**src/rtl/valve_seq_pkg.sv**
```systemverilog
// ---------------------------------------------------------------------------
// valve_seq_pkg
// Shared types and constants for the valve sequencer slice.
//   seq_state_t  : top-level sequencer state (IDLE, RUN, FAULT)
//   fault_code_t : latched fault cause as seen on fault_code
//   ERR_*        : controller error-code encodings on err_in
//   AGUA         : request bit value meaning "water this valve"
//   lowest_one() : isolates the lowest set bit of a 4-bit vector
// ---------------------------------------------------------------------------
package valve_seq_pkg;

   typedef enum logic [1:0] {
      IDLE  = 2'd0,
      RUN   = 2'd1,
      FAULT = 2'd2
   } seq_state_t;

   typedef enum logic [1:0] {
      FC_NONE     = 2'b00,
      FC_UPSTREAM = 2'b01,
      FC_TIMEOUT  = 2'b10,
      FC_ILLEGAL  = 2'b11
   } fault_code_t;

   localparam logic [1:0] ERR_ERROR = 2'b00;
   localparam logic [1:0] ERR_NE    = 2'b01;
   localparam logic       AGUA      = 1'b1;

   // Two's-complement trick: vec & -vec keeps only the lowest set bit.
   function automatic logic [3:0] lowest_one(input logic [3:0] vec);
      return vec & (~vec + 4'd1);
   endfunction

endpackage

```
**src/rtl/valve_sequencer_if.sv**
```systemverilog
// ---------------------------------------------------------------------------
// valve_sequencer_if
// Bundles the controller-facing and valve-facing signals of the sequencer.
//   req_r1, req_r2 : per-zone valve requests (controller -> sequencer)
//   err_in         : controller error code   (controller -> sequencer)
//   fault_ack      : operator acknowledge    (controller -> sequencer)
//   valve          : {r2[1],r2[0],r1[1],r1[0]} drive, 1 = open
//   busy, fault    : status flags
//   fault_code     : latched fault cause
//   open_events    : saturating open counter (zero when stats are disabled)
// Modports: master = controller / bench side, slave = sequencer side.
// ---------------------------------------------------------------------------
interface valve_sequencer_if;
   import valve_seq_pkg::*;

   logic [1:0]  req_r1;
   logic [1:0]  req_r2;
   logic [1:0]  err_in;
   logic        fault_ack;
   logic [3:0]  valve;
   logic        busy;
   logic        fault;
   fault_code_t fault_code;
   logic [15:0] open_events;

   modport master (
      output req_r1, req_r2, err_in, fault_ack,
      input  valve, busy, fault, fault_code, open_events
   );

   modport slave (
      input  req_r1, req_r2, err_in, fault_ack,
      output valve, busy, fault, fault_code, open_events
   );

endinterface

```
**src/rtl/valve_timer.sv**
```systemverilog
// ---------------------------------------------------------------------------
// valve_timer
// Per-valve saturating on-timer. The count is cleared on the open pulse and
// whenever the valve is closed, and advances once per cycle while open, so
// (count + 1) equals the number of cycles the valve has been high.
// Ports:
//   clk, reset    : clock, asynchronous active-high reset
//   open_pulse    : valve opens at this edge
//   valve_on      : current registered valve state
//   min_met       : valve has been high at least MIN_ON_CYC cycles
//   timeout       : valve has been high MAX_ON_CYC cycles
// ---------------------------------------------------------------------------
module valve_timer #(
   parameter int MIN_ON_CYC = 8,
   parameter int MAX_ON_CYC = 256,
   parameter int CW         = 10
) (
   input  logic clk,
   input  logic reset,
   input  logic open_pulse,
   input  logic valve_on,
   output logic min_met,
   output logic timeout
);

   logic [CW-1:0] on_cnt;

   // NOTE: clocked state uses non-blocking assignments so every register
   // samples pre-edge values, independent of block ordering.
   always_ff @(posedge clk or posedge reset) begin
      if (reset) begin
         on_cnt <= '0;
      end else if (open_pulse || !valve_on) begin
         on_cnt <= '0;
      end else if (on_cnt != {CW{1'b1}}) begin
         on_cnt <= on_cnt + CW'(1);
      end
   end

   assign min_met = valve_on && (on_cnt >= CW'(MIN_ON_CYC - 1));
   assign timeout = valve_on && (on_cnt >= CW'(MAX_ON_CYC - 1));

endmodule

```
**src/rtl/valve_sequencer.sv**
```systemverilog
// ---------------------------------------------------------------------------
// valve_sequencer
// Turns per-zone valve requests into staggered valve openings with a
// minimum on-time, a maximum on-time watchdog and latched faults that are
// held until the operator acknowledges with a clean error code.
// Ports:
//   clk    : clock, rising edge
//   reset  : asynchronous, active-high
//   bus    : valve_sequencer_if.slave (requests, err_in, fault_ack in;
//            valve, busy, fault, fault_code, open_events out)
// Build option: define VALVE_SEQ_STATS_EN to count valve openings on
// open_events; otherwise open_events is constant zero.
// ---------------------------------------------------------------------------
module valve_sequencer
   import valve_seq_pkg::*;
#(
   parameter int STAGGER_CYC = 4,
   parameter int MIN_ON_CYC  = 8,
   parameter int MAX_ON_CYC  = 256,
   parameter int CW          = 10
) (
   input logic              clk,
   input logic              reset,
   valve_sequencer_if.slave bus
);

   seq_state_t    state, state_next;
   fault_code_t   code_q, fault_sel;
   logic [3:0]    valve_q, valve_next;
   logic [3:0]    req, pending, open_vec;
   logic [3:0]    min_met, timeout;
   logic [CW-1:0] stagger;
   logic          busy_q, busy_next;
   logic          illegal, upstream, fault_now;

   // Bits equal to AGUA ask for water on that valve.
   assign req     = {bus.req_r2, bus.req_r1} & {4{AGUA}};
   assign pending = req & ~valve_q;

   for (genvar i = 0; i < 4; i++) begin : g_timer
      valve_timer #(
         .MIN_ON_CYC (MIN_ON_CYC),
         .MAX_ON_CYC (MAX_ON_CYC),
         .CW         (CW)
      ) u_timer (
         .clk        (clk),
         .reset      (reset),
         .open_pulse (open_vec[i]),
         .valve_on   (valve_q[i]),
         .min_met    (min_met[i]),
         .timeout    (timeout[i])
      );
   end

   // Fault detection and priority: illegal > upstream > timeout.
   assign illegal   = bus.err_in[1];
   assign upstream  = (bus.err_in == ERR_ERROR);
   assign fault_now = illegal || upstream || (|timeout);

   always_comb begin
      // NOTE: every output of this block gets a default first so no path
      // leaves a signal unassigned (which would infer a latch).
      fault_sel  = FC_NONE;
      state_next = state;
      valve_next = valve_q;
      open_vec   = '0;

      if (illegal)        fault_sel = FC_ILLEGAL;
      else if (upstream)  fault_sel = FC_UPSTREAM;
      else if (|timeout)  fault_sel = FC_TIMEOUT;

      unique case (state)
         IDLE:    if (|req) state_next = RUN;
         RUN:     if (valve_q == '0 && req == '0) state_next = IDLE;
         FAULT:   if (bus.fault_ack && bus.err_in == ERR_NE) state_next = IDLE;
         default: state_next = IDLE;
      endcase
      if (fault_now) state_next = FAULT;

      if (state == FAULT || fault_now) begin
         // A fault overrides min-hold and any opening on the same edge.
         valve_next = '0;
      end else begin
         // Close released valves that have served their minimum on-time.
         valve_next = valve_q & ~(~req & min_met);
         if (stagger == '0) open_vec = lowest_one(pending);
         valve_next = valve_next | open_vec;
      end

      busy_next = (state_next != FAULT) && ((|valve_q) || (|pending));
   end

   always_ff @(posedge clk or posedge reset) begin
      if (reset) state <= IDLE;
      else       state <= state_next;
   end

   always_ff @(posedge clk or posedge reset) begin
      if (reset) begin
         valve_q <= '0;
         busy_q  <= 1'b0;
         stagger <= '0;
         code_q  <= FC_NONE;
      end else begin
         valve_q <= valve_next;
         busy_q  <= busy_next;

         // Held at zero through FAULT so the first request after ack
         // opens without waiting out an old stagger window.
         if (state == FAULT)     stagger <= '0;
         else if (|open_vec)     stagger <= CW'(STAGGER_CYC - 1);
         else if (stagger != '0) stagger <= stagger - CW'(1);

         // First fault code is held; later faults in FAULT do not overwrite.
         if (state != FAULT && fault_now)                code_q <= fault_sel;
         else if (state == FAULT && state_next == IDLE)  code_q <= FC_NONE;
      end
   end

`ifdef VALVE_SEQ_STATS_EN
   logic [15:0] events_q;

   always_ff @(posedge clk or posedge reset) begin
      if (reset)                                 events_q <= '0;
      else if (|open_vec && events_q != 16'hFFFF) events_q <= events_q + 16'd1;
   end

   assign bus.open_events = events_q;
`else
   assign bus.open_events = 16'h0000;
`endif

   assign bus.valve      = valve_q;
   assign bus.busy       = busy_q;
   assign bus.fault      = (state == FAULT);
   assign bus.fault_code = code_q;

endmodule

```
**src/flat_wrapper.sv**
```systemverilog
// flat-port wrapper written by rule: the top's interface ports become plain ports
module valve_sequencer_flat import valve_seq_pkg::*;
#(
   parameter int STAGGER_CYC = 4,
   parameter int MIN_ON_CYC  = 8,
   parameter int MAX_ON_CYC  = 256,
   parameter int CW          = 10
)
  (clk, reset, bus_req_r1, bus_req_r2, bus_err_in, bus_fault_ack, bus_valve, bus_busy, bus_fault, bus_fault_code, bus_open_events);
  valve_sequencer_if bus_i ();
  input logic clk;
  input logic reset;
  input wire logic [$bits(bus_i.req_r1)-1:0] bus_req_r1;
  input wire logic [$bits(bus_i.req_r2)-1:0] bus_req_r2;
  input wire logic [$bits(bus_i.err_in)-1:0] bus_err_in;
  input wire logic [$bits(bus_i.fault_ack)-1:0] bus_fault_ack;
  output wire logic [$bits(bus_i.valve)-1:0] bus_valve;
  output wire logic [$bits(bus_i.busy)-1:0] bus_busy;
  output wire logic [$bits(bus_i.fault)-1:0] bus_fault;
  output wire logic [$bits(bus_i.fault_code)-1:0] bus_fault_code;
  output wire logic [$bits(bus_i.open_events)-1:0] bus_open_events;
  assign bus_i.req_r1 = bus_req_r1;
  assign bus_i.req_r2 = bus_req_r2;
  assign bus_i.err_in = bus_err_in;
  assign bus_i.fault_ack = bus_fault_ack;
  assign bus_valve = bus_i.valve;
  assign bus_busy = bus_i.busy;
  assign bus_fault = bus_i.fault;
  assign bus_fault_code = bus_i.fault_code;
  assign bus_open_events = bus_i.open_events;
  valve_sequencer #(.STAGGER_CYC(STAGGER_CYC), .MIN_ON_CYC(MIN_ON_CYC), .MAX_ON_CYC(MAX_ON_CYC), .CW(CW)) u_core (.clk(clk), .reset(reset), .bus(bus_i));
endmodule
```
**config.mk**
```make
export PLATFORM = sky130hd
export DESIGN_NAME = valve_sequencer_flat
export DESIGN_NICKNAME = d
export VERILOG_FILES = /design/src/rtl/valve_seq_pkg.sv /design/src/rtl/valve_sequencer_if.sv /design/src/rtl/valve_timer.sv /design/src/rtl/valve_sequencer.sv /design/src/flat_wrapper.sv
export SDC_FILE = /design/constraint.sdc
export NUM_CORES = 1
export LEC_CHECK = 0
export CORE_ASPECT_RATIO = 0.7
export CORE_MARGIN = 2
export CORE_UTILIZATION = 57
export DETAILED_ROUTE_END_ITERATION = 8
export PLACE_DENSITY = 0.8
export REMOVE_ABC_BUFFERS = 1
export SETUP_SLACK_MARGIN = 0.3
export SYNTH_ARGS = -nofsm -noshare
export SYNTH_HDL_FRONTEND = slang
export SYNTH_SLANG_ARGS = --single-unit
```
**constraint.sdc**
```tcl
create_clock -name clk -period 2.6 [get_ports clk]
set_input_delay 0.52 -clock clk [delete_from_list [all_inputs] [get_ports clk]]
set_output_delay 0.52 -clock clk [all_outputs]
set_load 0.03 [all_outputs]
```
# --- After elaboration in Yosys (flattened, before gate mapping) ---
# Index checks and enable logic that the tools add are counted.
op_classes:
  n_shift: 0
  n_eq_ne: 9
  multipliers: 0
  n_addsub: 6
  n_bitwise: 9
  n_reduce_logical: 43
  div_mod_pow: 0
  order_cmp: 8
  muxes: 25
ops:
  columns: ["op", "n"]
  rows:
  - ["2-to-1 mux 10 bit", 11]
  - ["adder 10 x 1 -> 10 bit, second input constant", 4]
  - [">= comparator 10 x 3 -> 1 bit, second input constant", 4]
  - [">= comparator 10 x 8 -> 1 bit, second input constant", 4]
  - ["inequality test 10 bit, second input constant", 4]
  - ["OR reduction 4 bit", 5]
  - ["2-to-1 mux 2 bit", 9]
  - ["bitwise AND 4 bit", 4]
  - ["2-to-1 mux 4 bit", 4]
  - ["inverter 4 bit", 4]
  - ["logical AND 1 bit", 13]
  - ["logical NOT 10 bit", 1]
  - ["nonzero test 10 bit", 1]
  - ["nonzero test 2 bit", 5]
  - ["subtractor 10 x 1 -> 10 bit, second input constant", 1]
  - ["logical NOT 4 bit", 2]
  - ["logical OR 1 bit", 8]
  - ["logical NOT 2 bit", 3]
  - ["one-hot mux 2 bit (3 select lines)", 1]
  - ["adder 4 x 1 -> 4 bit, second input constant", 1]
  - ["== test 2 x 1 -> 1 bit, second input constant", 2]
  - ["logical NOT 1 bit", 4]
  - ["inequality test 2 bit, second input constant", 2]
  - ["OR 4 bit", 1]
  - ["2 further kinds", 2]
word_totals:
  word_cells: 109
  ram_bits: 0
  romBits: 0
  out_inout_bits: 24
  inputBits: 9
  register_bits: 59
  latch_bits: 0
  n_memories: 0

# --- Longest topological paths before layout ---
# Gate-level depths: netlist of the first run.
depth:
  ltp_word: 11
  depth_mapped: 7
  ltp_nobuf: 6

# --- Hierarchy ---
# From an unflattened synthesis of the first run, not the netlist that was laid out.
hier_totals:
  cells_unflattened: 394
  area_unflattened_um2: 3749.8
modules_own_cells:
  columns: ["mod", "area_each_um2", "cells_per_inst", "instances"]
  rows:
  - ["valve_timer", 631.9, 65, 4]
  - ["valve_sequencer", 1222.4, 134, 1]

# --- Least setup slack after synthesis of the first run ---
# Ideal clock, no wire load.
synth_timing:
  path_kind: "register to register"
  startpoint: "register u_core.g_timer[3].u_timer.on_cnt[0]"
  endpoint: "register u_core.code_q[0], in the netlist u_core.bus.fault_code[0]"
  slack_ns: 0.573
  path_stages_with_launch: 8
  arrival_ns: 1.907
  path_buffers: 1
  setup_time_ns: 0.120
  t_required_ns: 2.480
  cell_sequence: "dfrtp_1 > ha_1 > and3_4 > and3_4 > buf_6 > a311o_4 > nor4_4 > and3b_1"
synth_via:
  elab_chain_len: 8
synth_lines:
  columns: ["item", "line_no", "text"]
  rows:
  - ["start, declared", "valve_timer.sv:26", "logic [CW-1:0] on_cnt;"]
  - ["start signal, assigned", "valve_timer.sv:36", "on_cnt <= on_cnt + CW'(1);"]
  - [">= comparator 10 x 8 -> 1 bit (*)", "valve_timer.sv:41", "assign timeout = valve_on && (on_cnt >= CW'(MAX_ON_CYC - 1));"]
  - ["logical AND 1 bit (*)", "valve_timer.sv:41", null]
  - ["OR reduction 4 bit (*)", "valve_sequencer.sv:58", "assign fault_now = illegal || upstream || (|timeout);"]
  - ["logical OR 1 bit (*)", "valve_sequencer.sv:58", null]
  - ["2-to-1 mux 2 bit", "valve_sequencer.sv:78", "if (fault_now) state_next = FAULT;"]
  - ["logical NOT 2 bit", "valve_sequencer.sv:116", "else if (state == FAULT && state_next == IDLE) code_q <= FC_NONE;"]
  - ["logical AND 1 bit", "valve_sequencer.sv:116", null]
  - ["nonzero test 2 bit (no source line)", null, null]
  - ["end signal, assigned", "valve_sequencer.sv:115", "if (state != FAULT && fault_now) code_q <= fault_sel;"]
  - ["end, declared", "valve_sequencer.sv:28", "fault_code_t code_q, fault_sel;"]
# Every way passes the cells marked *; elsewhere a longest branch is shown, timed or not.
# A chain may end at the register's enable or synchronous reset.

# --- Worst setup path in the final report of the first run ---
layout_timing:
  startpoint: "register u_core.valve_q[0], in the netlist u_core.bus.valve[0]"
  endpoint: "output bus_valve[0]"
layout_rtl:
  columns: ["item", "line_no", "text"]
  rows:
  - ["start, declared", "valve_sequencer.sv:29", "logic [3:0] valve_q, valve_next;"]
  - ["start signal, assigned", "valve_sequencer.sv:105", "valve_q <= valve_next;"]
  - ["end, declared", "flat_wrapper.sv:17", "output wire logic [$bits(bus_i.valve)-1:0] bus_valve;"]
# No word-level cell between the ends.

==> run summary, run 1 <==
STA
-------------------------------------------------------------------------------------------------
Crit share post-route                                                                       0.807
Sum Neg Setup Slack                                                                          0 ns
Setup repair after global routing missed its margin                                         false
Fin worst setup slack                                                                    0.501 ns
Max Clock Skew                                                                         0.00816 ns
Max-slew violation count                                                                        0
Finish-stage setup viols                                                                        0
Minimum clock period                                                                      2.10 ns
Hold Fails Final Rpt                                                                            0
FMAX                                                                                    0.477 GHz
Pin slew with the least headroom to its limit                                            0.492 ns
Worst-case headroom to the max-slew limit                                                   0.670

SETUP PATH
-------------------------------------------------------------------------------------------------
Signal arrival time at the worst endpoint                                                 1.58 ns
Top cell family by delay on the critical path                                        buffers and inverters
Critical Path Start Type                                                                 register
Endpoint type of the worst setup path                                                  output pin
Worst path cell trace                                                                clkdlybuf4s50_1
Critical path depth                                                                             1
CP Class                                                                             register to output pin
Cell at the slowest stage of the critical path                                       sky130_fd_sc_hd__clkdlybuf4s50_1
Required time of the worst setup path                                                     2.08 ns
Buf/Inv on CP                                                                                   1
FF-to-FF path depth                                                                             6
Delay of the slowest cell on the worst path                                               0.73 ns
Critical Path Fanout Max                                                                        8

LOGIC SYNTHESIS
-------------------------------------------------------------------------------------------------
Number of distinct library cell variants in the gate-level netlist after synthesis             50
Count of mapped cells out of synthesis                                                        341
Most used standard cell by instance count after synthesis                            sky130_fd_sc_hd__dfrtp_1
Main flop type after synthesis                                                       sky130_fd_sc_hd__dfrtp_1
Mean area per synthesized cell                                                           9.55 um2
FFs w/ async S/R, synth                                                                      1.00
Number of flops mapped to enable cells by yosys                                                 0
Top cells by instance count after synthesis                                          sky130_fd_sc_hd__dfrtp_1 (59), sky130_fd_sc_hd__nor2_1 (51), sky130_fd_sc_hd__nand2_1 (22), sky130_fd_sc_hd__buf_4 (20), sky130_fd_sc_hd__xor2_1 (16)
Sequential cell area fraction in the yosys report                                           0.453
Area fraction of the dominant cell type after synthesis                                     0.453
Area leader, netlist                                                                 sky130_fd_sc_hd__dfrtp_1
Warnings from Yosys                                                                             0
#FFs+latches synth                                                                             59
Largest cells by area after synthesis                                                sky130_fd_sc_hd__dfrtp_1 (45%), sky130_fd_sc_hd__nor2_1 (5.9%), sky130_fd_sc_hd__buf_4 (4.6%), sky130_fd_sc_hd__xor2_1 (4.3%), sky130_fd_sc_hd__xnor2_1 (3.0%)
Post-synthesis instance area                                                          0.00326 mm2

ROUTE
-------------------------------------------------------------------------------------------------
Wire per inst                                                                             14.8 um
Initial DRC count                                                                             130
DRT Pass-1 Iters                                                                                4
Drc violations                                                                                  0
Vias post-DR                                                                                2,506
Total wire length after detailed routing                                                  6460 um
Vias/cell                                                                                    5.73
Antenna violation net count after detailed routing                                              0

CLOCK TREE
-------------------------------------------------------------------------------------------------
CTS tree                                                                                      yes
Insertion delay to the later sink of the worst-skew pair                                  0.34 ns
Clock-pin slew of the registers on the worst-case setup and hold paths                    0.06 ns
Max Root-Sink Buffers                                                                           2
Clock tree root driver cell                                                          sky130_fd_sc_hd__clkbuf_8
Clock sinks                                                                                    59
CTS buffer count                                                                                9
Post-CTS setup repair buffer count                                                              0
Clock H-tree levels                                                                             3

GLOBAL ROUTE
-------------------------------------------------------------------------------------------------
Global-route wire length before repair                                                  10,900 um
Number of global-route vias before repair                                                   2,390
Largest net degree at the start of global routing                                              60
Global Route Usage Sum                                                                      0.226
Number of antenna violations at the first check in global routing                               0
GR Overflow Total                                                                               0

POWER AND IR DROP
-------------------------------------------------------------------------------------------------
Power density cells                                                                    721 mW/mm2
Worst-case vdd ir drop                                                                 0.000465 V
PnR Total Power                                                                           2.57 mW
Cell leakage power                                                                        1.61 nW

DIE
-------------------------------------------------------------------------------------------------
Effective utilization at floorplan                                                          0.607
Placeable core region                                                                 0.00537 mm2
Die area                                                                              0.00635 mm2
IO Count                                                                                       33
Number of core rows                                                                            22
Floorplan die width                                                                       94.4 um
Overall die height                                                                        67.3 um

HOLD PATH
-------------------------------------------------------------------------------------------------
WHS Path Cells                                                                                  1
Class of the tightest hold or removal check                                          register to register

RUN STATUS
-------------------------------------------------------------------------------------------------
Outcome                                                                              finished, final reports clean

FINAL LAYOUT
-------------------------------------------------------------------------------------------------
Final Net Count                                                                               374
Ratio of cells with drive above 1 in the final layout                                      0.0767
Antenna diode count                                                                             0
Area growth syn-to-layout                                                                   9.52%
Post-route insts no fill                                                                      437

PLACE
-------------------------------------------------------------------------------------------------
Instance count after placement with tap cells included                                        421
Detailed placer's ending HPWL                                                             4550 um
Minimum setup slack after placement                                                      0.562 ns
Final weighted congestion in routability-driven placement                                   0.877
Port-buffer cells                                                                              16

RUN
-------------------------------------------------------------------------------------------------
Max-cap viol count                                                                              0

## routing by layer
layer	track usage	vias up	part of all wire
met5	0	-	0
met4	0.0978	0	0.019
met3	0.0692	16	0.048
met2	0.349	59	0.46
met1	0.299	1214	0.47
li1	-	1217	-
## worst paths after layout
| check | start | endpoint | slack [ns] |
|---|---|---|---|
| worst max-delay path | u_core.bus.valve[0]$_DFF_PP0_ | bus_valve[0] | 0.50 |
| worst min-delay path | u_core.state[1]$_DFF_PP0_ | u_core.state[0]$_DFF_PP0_ | 0.46 |
| worst max register to register | u_core.g_timer[3].u_timer.on_cnt[0]$_DFFE_PP0P_ | u_core.bus.fault_code[0]$_DFFE_PP0P_ | 0.56 |
| worst min register to register | u_core.state[1]$_DFF_PP0_ | u_core.state[0]$_DFF_PP0_ | 0.46 |
| max in group asynchronous | reset | u_core.bus.busy$_DFF_PP0_ | 1.78 |
| min in group asynchronous | reset | u_core.g_timer[1].u_timer.on_cnt[7]$_DFFE_PP0P_ | 0.56 |
## final cells by class
type | count | area, um2
clock buffer | 13 | 139
timing repair buffer | 18 | 186
multi-input combinational | 259 | 1610
sequential | 59 | 1480
clock inverter | 3 | 15.0
inverter | 13 | 48.8
tap | 72 | 90.1
fill | 438 | 1800
## power by group
part	leakage, nW	internal, mW	switching (mW)
sequential	0.814	1.00	0.0848
clock	0.0812	0.342	0.334
combinational	0.714	0.318	0.494
## state kept, by name (all words and copies together) (netlist names)
| register | count |
|---|---|
| u_core.bus.busy | 1 |
| u_core.bus.valve | 4 |
| u_core.stagger | 10 |
| u_core.g_timer.u_timer.on_cnt | 40 |
| u_core.state | 2 |
| u_core.bus.fault_code | 2 |
## repair_timing
item,4_1_cts,5_1_grt
hold buffers,0,0
setup endpoints to repair,1,0
resized for setup,1,0
## per-stage QoR
stage / util / area (um2) / hold slack, ns
3_5_place_dp: 0.636 / 3420 / 0.440
5_1_grt: 0.665 / 3570 / 0.462
6_report: 0.665 / 3570 / 0.455
4_1_cts: 0.665 / 3570 / 0.449
2_1_floorplan: - / 3140 / 0.424
3_3_place_gp: 0.636 / 3420 / 0.438
## cell families after synthesis
group           after synthesis  synth area share
compound gates               47            0.0918
mux                           6            0.0184
simple gates                158             0.275
xor+xnor                     27            0.0726
other cells                   1           0.00115
flops                        59             0.453
fa+ha+maj                     5            0.0192
buf+inv                      38            0.0691
## placed cells by master, fill, tap and decap left out, types with 11 or more instances in the layout
cell / instances
sky130_fd_sc_hd__xor2_1: 16
sky130_fd_sc_hd__nor2_1: 51
sky130_fd_sc_hd__nand2_1: 22
sky130_fd_sc_hd__conb_1: 16
sky130_fd_sc_hd__dfrtp_1: 59
sky130_fd_sc_hd__clkdlybuf4s50_1: 15
sky130_fd_sc_hd__nand4_1: 14
sky130_fd_sc_hd__nor3_1: 15
sky130_fd_sc_hd__o21ai_0: 14
sky130_fd_sc_hd__xnor2_1: 11
sky130_fd_sc_hd__a21oi_1: 11
Power figures use the tool's default switching activity.
==> inputs of run 2 (changes only) <==
Settings changed: CORE_UTILIZATION 57 to 51, PLACE_DENSITY 0.8 to 0.76.
Clock period 2.6 ns to 1.74 ns, I/O delays scaled along.
==> run summary, run 2 (synthesis results as in run 1) <==
ROUTE
-------------------------------------------------------------------------------------
Antenna violation net count after detailed routing                                  0   unchanged
Initial DRC count                                                                 146   +12%
Drc violations                                                                      0   unchanged
Total wire length after detailed routing                                      8170 um   +27%
Vias/cell                                                                        5.49   -4.2%
Wire per inst                                                                 15.8 um   +6.7%
Vias post-DR                                                                    2,846   +14%
DRT Pass-1 Iters                                                                    4   unchanged

SETUP PATH
-------------------------------------------------------------------------------------
Critical path depth                                                                 6   +5
Endpoint of the most critical setup path                                 u_core.state[0]$_DFF_PP0_
Signal arrival time at the worst endpoint                                     2.07 ns   +0.49 ns
Origin of the worst setup path                                           u_core.g_timer[3].u_timer.on_cnt[0]$_DFFE_PP0P_
CP Class                                                                 register to register
Top cell family by delay on the critical path                            simple AND/OR/NAND/NOR gates
Endpoint type of the worst setup path                                        register
Delay of the slowest cell on the worst path                                   0.40 ns   -0.33 ns
Worst path cell trace                                                    ha_2, and3_4, and3_4, a311o_4, nor3_4, nor3b_2
Required time of the worst setup path                                         1.99 ns   -0.09 ns
FF-to-FF path depth                                                                 6   unchanged
Slack of the worst reg-to-reg path                                           -0.08 ns   -0.64 ns
Critical Path Fanout Max                                                            7   -1
Endpoint of the worst-slack reg-to-reg timing path                       u_core.state[0]$_DFF_PP0_
Critical Path Start Type                                                     register
R2r startpoint                                                           u_core.g_timer[3].u_timer.on_cnt[0]$_DFFE_PP0P_
Most frequent cell on the critical path                                  sky130_fd_sc_hd__and3_4
Buf/Inv on CP                                                                       0   -1
Cell at the slowest stage of the critical path                           sky130_fd_sc_hd__dfrtp_1

CLOCK TREE
-------------------------------------------------------------------------------------
CTS buffer count                                                                    9   unchanged
Insertion delay to the later sink of the worst-skew pair                      0.34 ns   about the same
Max Root-Sink Buffers                                                               2   unchanged
CTS tree                                                                          yes
Clock H-tree levels                                                                 3   unchanged
Clock sinks                                                                        59   unchanged
Clock-pin slew of the registers on the worst-case setup and hold paths        0.07 ns   about the same
Clock tree root driver cell                                              sky130_fd_sc_hd__clkbuf_8

HOLD PATH
-------------------------------------------------------------------------------------
Class of the tightest hold or removal check                              input port to asynchronous set/reset pin

STA
-------------------------------------------------------------------------------------
Minimum clock period                                                          1.82 ns
Hold Fails Final Rpt                                                                0   unchanged
Max-slew violation count                                                            0   unchanged
Max Clock Skew                                                             0.00913 ns   +0.000974 ns
FMAX                                                                        0.549 GHz
Sum Neg Setup Slack                                                         -0.502 ns   -0.502 ns
Finish-stage setup viols                                                           12   +12
Hold Slack                                                                   0.364 ns   -0.0911 ns
Crit share post-route                                                            1.05
Setup repair after global routing missed its margin                              true
Fin worst setup slack                                                      -0.0826 ns   -0.584 ns

FINAL LAYOUT
-------------------------------------------------------------------------------------
Ratio of cells with drive above 1 in the final layout                           0.361   +0.285
Final core utilization                                                          0.720   +0.0548
Register name with the most flops                                        u_core.g_timer.u_timer.on_cnt
Most frequent standard cell in the layout excluding fill and tap cells   sky130_fd_sc_hd__buf_4
Final design area excluding fillers                                       0.00447 mm2   +25%
Area growth syn-to-layout                                                       37.3%
Flip-flop count of the largest register after layout                               40   unchanged
Final Net Count                                                                   449   +20%
Highest-count cells in the layout ignoring fill and taps                 sky130_fd_sc_hd__buf_4 (66), sky130_fd_sc_hd__dfrtp_1 (57), sky130_fd_sc_hd__nor2_1 (50), sky130_fd_sc_hd__xor2_1 (16), sky130_fd_sc_hd__conb_1 (16)
Antenna diode count                                                                 0   unchanged

GLOBAL ROUTE
-------------------------------------------------------------------------------------
Largest net degree at the start of global routing                                  60   unchanged
Global-route wire length before repair                                      13,600 um   +25%
Number of global-route vias before repair                                       2,774   +16%
GR Overflow Total                                                                   0   unchanged
Global Route Usage Sum                                                          0.244   +0.0175
Number of antenna violations at the first check in global routing                   0   unchanged

POWER AND IR DROP
-------------------------------------------------------------------------------------
Power density cells                                                        935 mW/mm2   +30%
Cell leakage power                                                            2.10 nW   +31%
PnR Total Power                                                               4.18 mW   +62%
Worst-case vdd ir drop                                                     0.000673 V   +45%

DIE
-------------------------------------------------------------------------------------
Floorplan die width                                                           99.5 um   +5.5%
Die area                                                                  0.00705 mm2   +11%
IO Count                                                                           33   unchanged
Number of core rows                                                                24   +9.1%
Overall die height                                                            70.9 um   +5.4%
Effective utilization at floorplan                                              0.524   -0.0828
Placeable core region                                                     0.00622 mm2   +16%

PLACE
-------------------------------------------------------------------------------------
Final weighted congestion in routability-driven placement                       0.827   -5.8%
Port-buffer cells                                                                  16   unchanged
Dpl cell area                                                             0.00378 mm2   +11%
Detailed placer's ending HPWL                                                 5020 um   +10%

RUN STATUS
-------------------------------------------------------------------------------------
Violated checks                                                          negative setup slack
Outcome                                                                  complete, but fails checks

RUN
-------------------------------------------------------------------------------------
Max-cap viol count                                                                  0   unchanged

## run 2: cell count changes in the layout (fill, tap and decap cells not counted), moves of 5 or more
cell / change
sky130_fd_sc_hd__buf_4: +65
sky130_fd_sc_hd__buf_6: +13
sky130_fd_sc_hd__clkdlybuf4s50_1: -7
sky130_fd_sc_hd__ha_1: -5
sky130_fd_sc_hd__nand2_1: -8
sky130_fd_sc_hd__nor3_1: -5
## run 2: worst reg2reg max path, delay by kind of cell, from the launching register on
kind	cells	cell delay, ns
simple gates	4	0.79
fa+ha+maj	1	0.19
compound gates	1	0.36
flops	1	0.40
## run 2: per-layer routing
metal	global-route usage	routed length, um	vias to the layer above
met1	0.337	3650	1392
met2	0.386	4080	77
met5	0	0	-
met4	0.0502	70	0
li1	-	-	1367
met3	0.0731	378	10
## run 2: power by group
part           internal (mW)  switching (mW)  total, mW
sequential              1.50           0.142       1.64
combinational          0.661           0.850       1.51
clock                  0.511           0.519       1.03
total                   2.67            1.51       4.18
## run 2: layout make-up
cell class                 instances  area [um2]
tap                               78        97.6
clock inverter                     3        15.0
clock buffer                      13         139
fill                             423        1740
multi-input combinational        259        1910
timing repair buffer              93         779
inverter                          13        48.8
sequential                        59        1480
## run 2: what timing repair did
action / CTS / global route
setup buffers: 13 / 13
hold buffers: 0 / 0
pin swaps: 28 / 24
resized for setup: 81 / 30
gates cloned: 1 / 0
setup endpoints to repair: 58 / 54
## run 2: how the worst min path moves through the flow
stage / from / end / slack [ns] / depth (start not counted)
finish: reset / u_core.g_timer[1].u_timer.on_cnt[3]$_DFFE_PP0P_ / 0.36 / 3
global route: reset / u_core.g_timer[1].u_timer.on_cnt[3]$_DFFE_PP0P_ / 0.40 / 3
floorplan: u_core.state[1]$_DFF_PP0_ / u_core.state[0]$_DFF_PP0_ / 0.42 / 1
detailed placement: u_core.state[1]$_DFF_PP0_ / u_core.state[0]$_DFF_PP0_ / 0.45 / 1
CTS: reset / u_core.g_timer[1].u_timer.on_cnt[3]$_DFFE_PP0P_ / 0.38 / 3
global placement: u_core.state[1]$_DFF_PP0_ / u_core.state[0]$_DFF_PP0_ / 0.43 / 1
## run 2: per-stage QoR
stage,cells,setup slack (ns)
2_1_floorplan,331,-0.199
3_3_place_gp,475,-0.157
4_1_cts,505,-0.0720
5_1_grt,518,-0.170
3_5_place_dp,475,-0.205
6_report,518,-0.0826
==> inputs of run 3 (changes only) <==
==> constraint.sdc (replaced) <==
create_clock -name clk -period 1.74 [get_ports clk]
set_input_delay 0.348 -clock clk [delete_from_list [all_inputs] [get_ports clk]]
set_output_delay 0.348 -clock clk [all_outputs]
set_load 0.05 [all_outputs]
==> run summary, run 3 (synthesis results as in run 1) <==
PLACE
-------------------------------------------------------------------------------------
Detailed placer's ending HPWL                                                 5440 um   +8.4%
Final weighted congestion in routability-driven placement                       0.910   +10%
Instance count after placement with tap cells included                            480   +1.1%
Port-buffer cells                                                                  16   unchanged

STA
-------------------------------------------------------------------------------------
Hold Slack                                                                   0.276 ns   -0.0883 ns
Fin worst setup slack                                                       -0.109 ns   -0.0262 ns
Finish-stage setup viols                                                           11   -1
FMAX                                                                        0.541 GHz   -1.4%
Minimum clock period                                                          1.85 ns   +0.0262 ns
Max Clock Skew                                                             0.00457 ns   -0.00456 ns
Sum Neg Setup Slack                                                         -0.724 ns   -0.222 ns
Crit share post-route                                                            1.06   +0.0150
Max-slew violation count                                                            0   unchanged
Hold Fails Final Rpt                                                                0   unchanged
Setup repair after global routing missed its margin                              true

POWER AND IR DROP
-------------------------------------------------------------------------------------
Share of total power consumed by net switching                                  0.368   +0.00680
Power density cells                                                       1010 mW/mm2   +8.5%
Internal power                                                                2.93 mW   +9.8%
Sequential cell fraction of total power                                         0.353   -0.039
Cell leakage power                                                            2.14 nW   +1.8%
Fraction of power consumed by combinational cells                               0.403   +0.042
Clk network pwr share                                                           0.244   -0.002
PnR Total Power                                                               4.64 mW   +11%
Net switching power                                                           1.71 mW   +13%
Worst-case vdd ir drop                                                     0.000634 V   -5.9%

ROUTE
-------------------------------------------------------------------------------------
Vias/cell                                                                        5.60   +1.9%
Wire per inst                                                                 16.8 um   +6.3%
Initial DRC count                                                                 208   +42%
DRT Pass-1 Iters                                                                    4   unchanged
Total wire length after detailed routing                                      8720 um   +6.7%
Drc violations                                                                      0   unchanged
Antenna violation net count after detailed routing                                  0   unchanged
Vias post-DR                                                                    2,911   +2.3%

SETUP PATH
-------------------------------------------------------------------------------------
CP Class                                                                 register to register
Cell at the slowest stage of the critical path                           sky130_fd_sc_hd__dfrtp_1
Delay of the slowest cell on the worst path                                   0.38 ns   -0.02 ns
Critical Path Start Type                                                     register
Worst path cell trace                                                    ha_2, and3_4, and3_4, a311o_4, nor3_4, nor3b_2
Endpoint type of the worst setup path                                        register
Buf/Inv on CP                                                                       0   unchanged
Most frequent cell on the critical path                                  sky130_fd_sc_hd__and3_4
Critical Path Fanout Max                                                            7   unchanged
Top cell family by delay on the critical path                            simple AND/OR/NAND/NOR gates
Signal arrival time at the worst endpoint                                     2.11 ns   +0.04 ns
Required time of the worst setup path                                         2.00 ns   about the same

CLOCK TREE
-------------------------------------------------------------------------------------
Clock sinks                                                                        59   unchanged
CTS buffer count                                                                    9   unchanged
CTS tree                                                                          yes
Clock tree root driver cell                                              sky130_fd_sc_hd__clkbuf_8
Clock H-tree levels                                                                 3   unchanged
Insertion delay to the later sink of the worst-skew pair                      0.35 ns   about the same
Max Root-Sink Buffers                                                               2   unchanged
Clock-pin slew of the registers on the worst-case setup and hold paths        0.07 ns   about the same

DIE
-------------------------------------------------------------------------------------
Effective utilization at floorplan                                              0.524   unchanged
Placeable core region                                                     0.00622 mm2   unchanged
Overall die height                                                            70.9 um   unchanged
Floorplan die width                                                           99.5 um   unchanged
Die area                                                                  0.00705 mm2   unchanged
Number of core rows                                                                24   unchanged
IO Count                                                                           33   unchanged

GLOBAL ROUTE
-------------------------------------------------------------------------------------
Number of antenna violations at the first check in global routing                   0   unchanged
Number of global-route vias before repair                                       2,887   +4.1%
Largest net degree at the start of global routing                                  36   -40%
Global-route wire length before repair                                      14,100 um   +3.7%
Global Route Usage Sum                                                          0.256   +0.0118
GR Overflow Total                                                                   0   unchanged

FINAL LAYOUT
-------------------------------------------------------------------------------------
Flip-flop count of the largest register after layout                               40   unchanged
Final Net Count                                                                   451   +0.45%
Area growth syn-to-layout                                                       40.5%
Post-route insts no fill                                                          520   +0.39%
Final core utilization                                                          0.736   +0.0167
Register name with the most flops                                        u_core.g_timer.u_timer.on_cnt
Highest-count cells in the layout ignoring fill and taps                 sky130_fd_sc_hd__buf_4 (67), sky130_fd_sc_hd__dfrtp_1 (57), sky130_fd_sc_hd__nor2_1 (49), sky130_fd_sc_hd__xor2_1 (16), sky130_fd_sc_hd__conb_1 (16)
Filler instances                                                                  418   -1.2%
Ratio of cells with drive above 1 in the final layout                           0.369   +0.00741
Antenna diode count                                                                 0   unchanged
Most frequent standard cell in the layout excluding fill and tap cells   sky130_fd_sc_hd__buf_4

RUN STATUS
-------------------------------------------------------------------------------------
Outcome                                                                  complete, but fails checks
Violated checks                                                          negative setup slack

RUN
-------------------------------------------------------------------------------------
Max-cap viol count                                                                  0   unchanged

HOLD PATH
-------------------------------------------------------------------------------------
Class of the tightest hold or removal check                              input port to asynchronous set/reset pin

-- run 3: changes by cell type in the layout (fill, tap and decap cells not counted), moves of 2 or more --
cell,delta
sky130_fd_sc_hd__buf_12,+3
sky130_fd_sc_hd__buf_6,+2
sky130_fd_sc_hd__clkbuf_8,+2
sky130_fd_sc_hd__clkdlybuf4s15_2,-2
sky130_fd_sc_hd__nor3_2,-2
sky130_fd_sc_hd__nor3_4,+2
-- run 3: worst paths after layout --
check,from,endpoint,slack (ns),cells after the start
setup / recovery,u_core.g_timer[3].u_timer.on_cnt[0]$_DFFE_PP0P_,u_core.bus.valve[2]$_DFF_PP0_,-0.11,6
hold / removal,reset,u_core.g_timer[1].u_timer.on_cnt[0]$_DFFE_PP0P_,0.28,2
max in group asynchronous,reset,u_core.stagger[2]$_DFFE_PP0P_,0.97,3
hold reg to reg,u_core.state[1]$_DFF_PP0_,u_core.state[0]$_DFF_PP0_,0.53,1
setup reg to reg,u_core.g_timer[3].u_timer.on_cnt[0]$_DFFE_PP0P_,u_core.bus.valve[2]$_DFF_PP0_,-0.11,6
min in group clk,u_core.state[1]$_DFF_PP0_,u_core.state[0]$_DFF_PP0_,0.53,1
-- run 3: power by group through the flow --
stage / logic, mW / registers (mW) / clock network, mW
2_1_floorplan: 0.974 / 1.66 / 0
3_3_place_gp: 1.41 / 1.64 / 0
3_5_place_dp: 1.47 / 1.64 / 0
4_1_cts: 1.82 / 1.63 / 1.15
5_1_grt: 2.06 / 1.65 / 1.22
6_report: 1.87 / 1.64 / 1.13
-- run 3: worst register-to-register path: cells and delay by family (launching register included) --
kind	cells	cell delay, ns
fa+ha+maj	1	0.19
flops	1	0.38
compound gates	1	0.36
simple gates	4	0.84
-- run 3: cell type report --
type	count	area [um2]	area share
multi-input cells	259	1940	0.424
repair buffers	95	837	0.183
clock inverters	2	10.0	0.00219
clock buffers	14	163	0.0355
well taps	78	97.6	0.0213
flip-flops and latches	59	1480	0.323
inverters	13	51.3	0.0112
-- run 3: timing repair --
action | in CTS | in global routing
gates resized for setup | 50 | 37
setup buffers | 12 | 11
hold buffers | 0 | 0
endpoints found under the setup margin | 51 | 53
pin swaps | 25 | 27
gates cloned | 1 | 0
-- run 3: layer usage --
metal | track usage | up-vias | routed length (um)
met5 | 0 | - | 0
met4 | 0.0670 | 0 | 143
met3 | 0.0820 | 14 | 352
met2 | 0.410 | 83 | 4350
met1 | 0.339 | 1436 | 3870
li1 | - | 1378 | -
-- run 3: metrics by stage --
stage                     instance area [um2]  setup slack, ns
after global placement                   3840           -0.157
final                                    4580           -0.109
after CTS                                4340           -0.125
after floorplan                          3140           -0.199
after global routing                     4580           -0.183
after detailed placement                 3840           -0.223
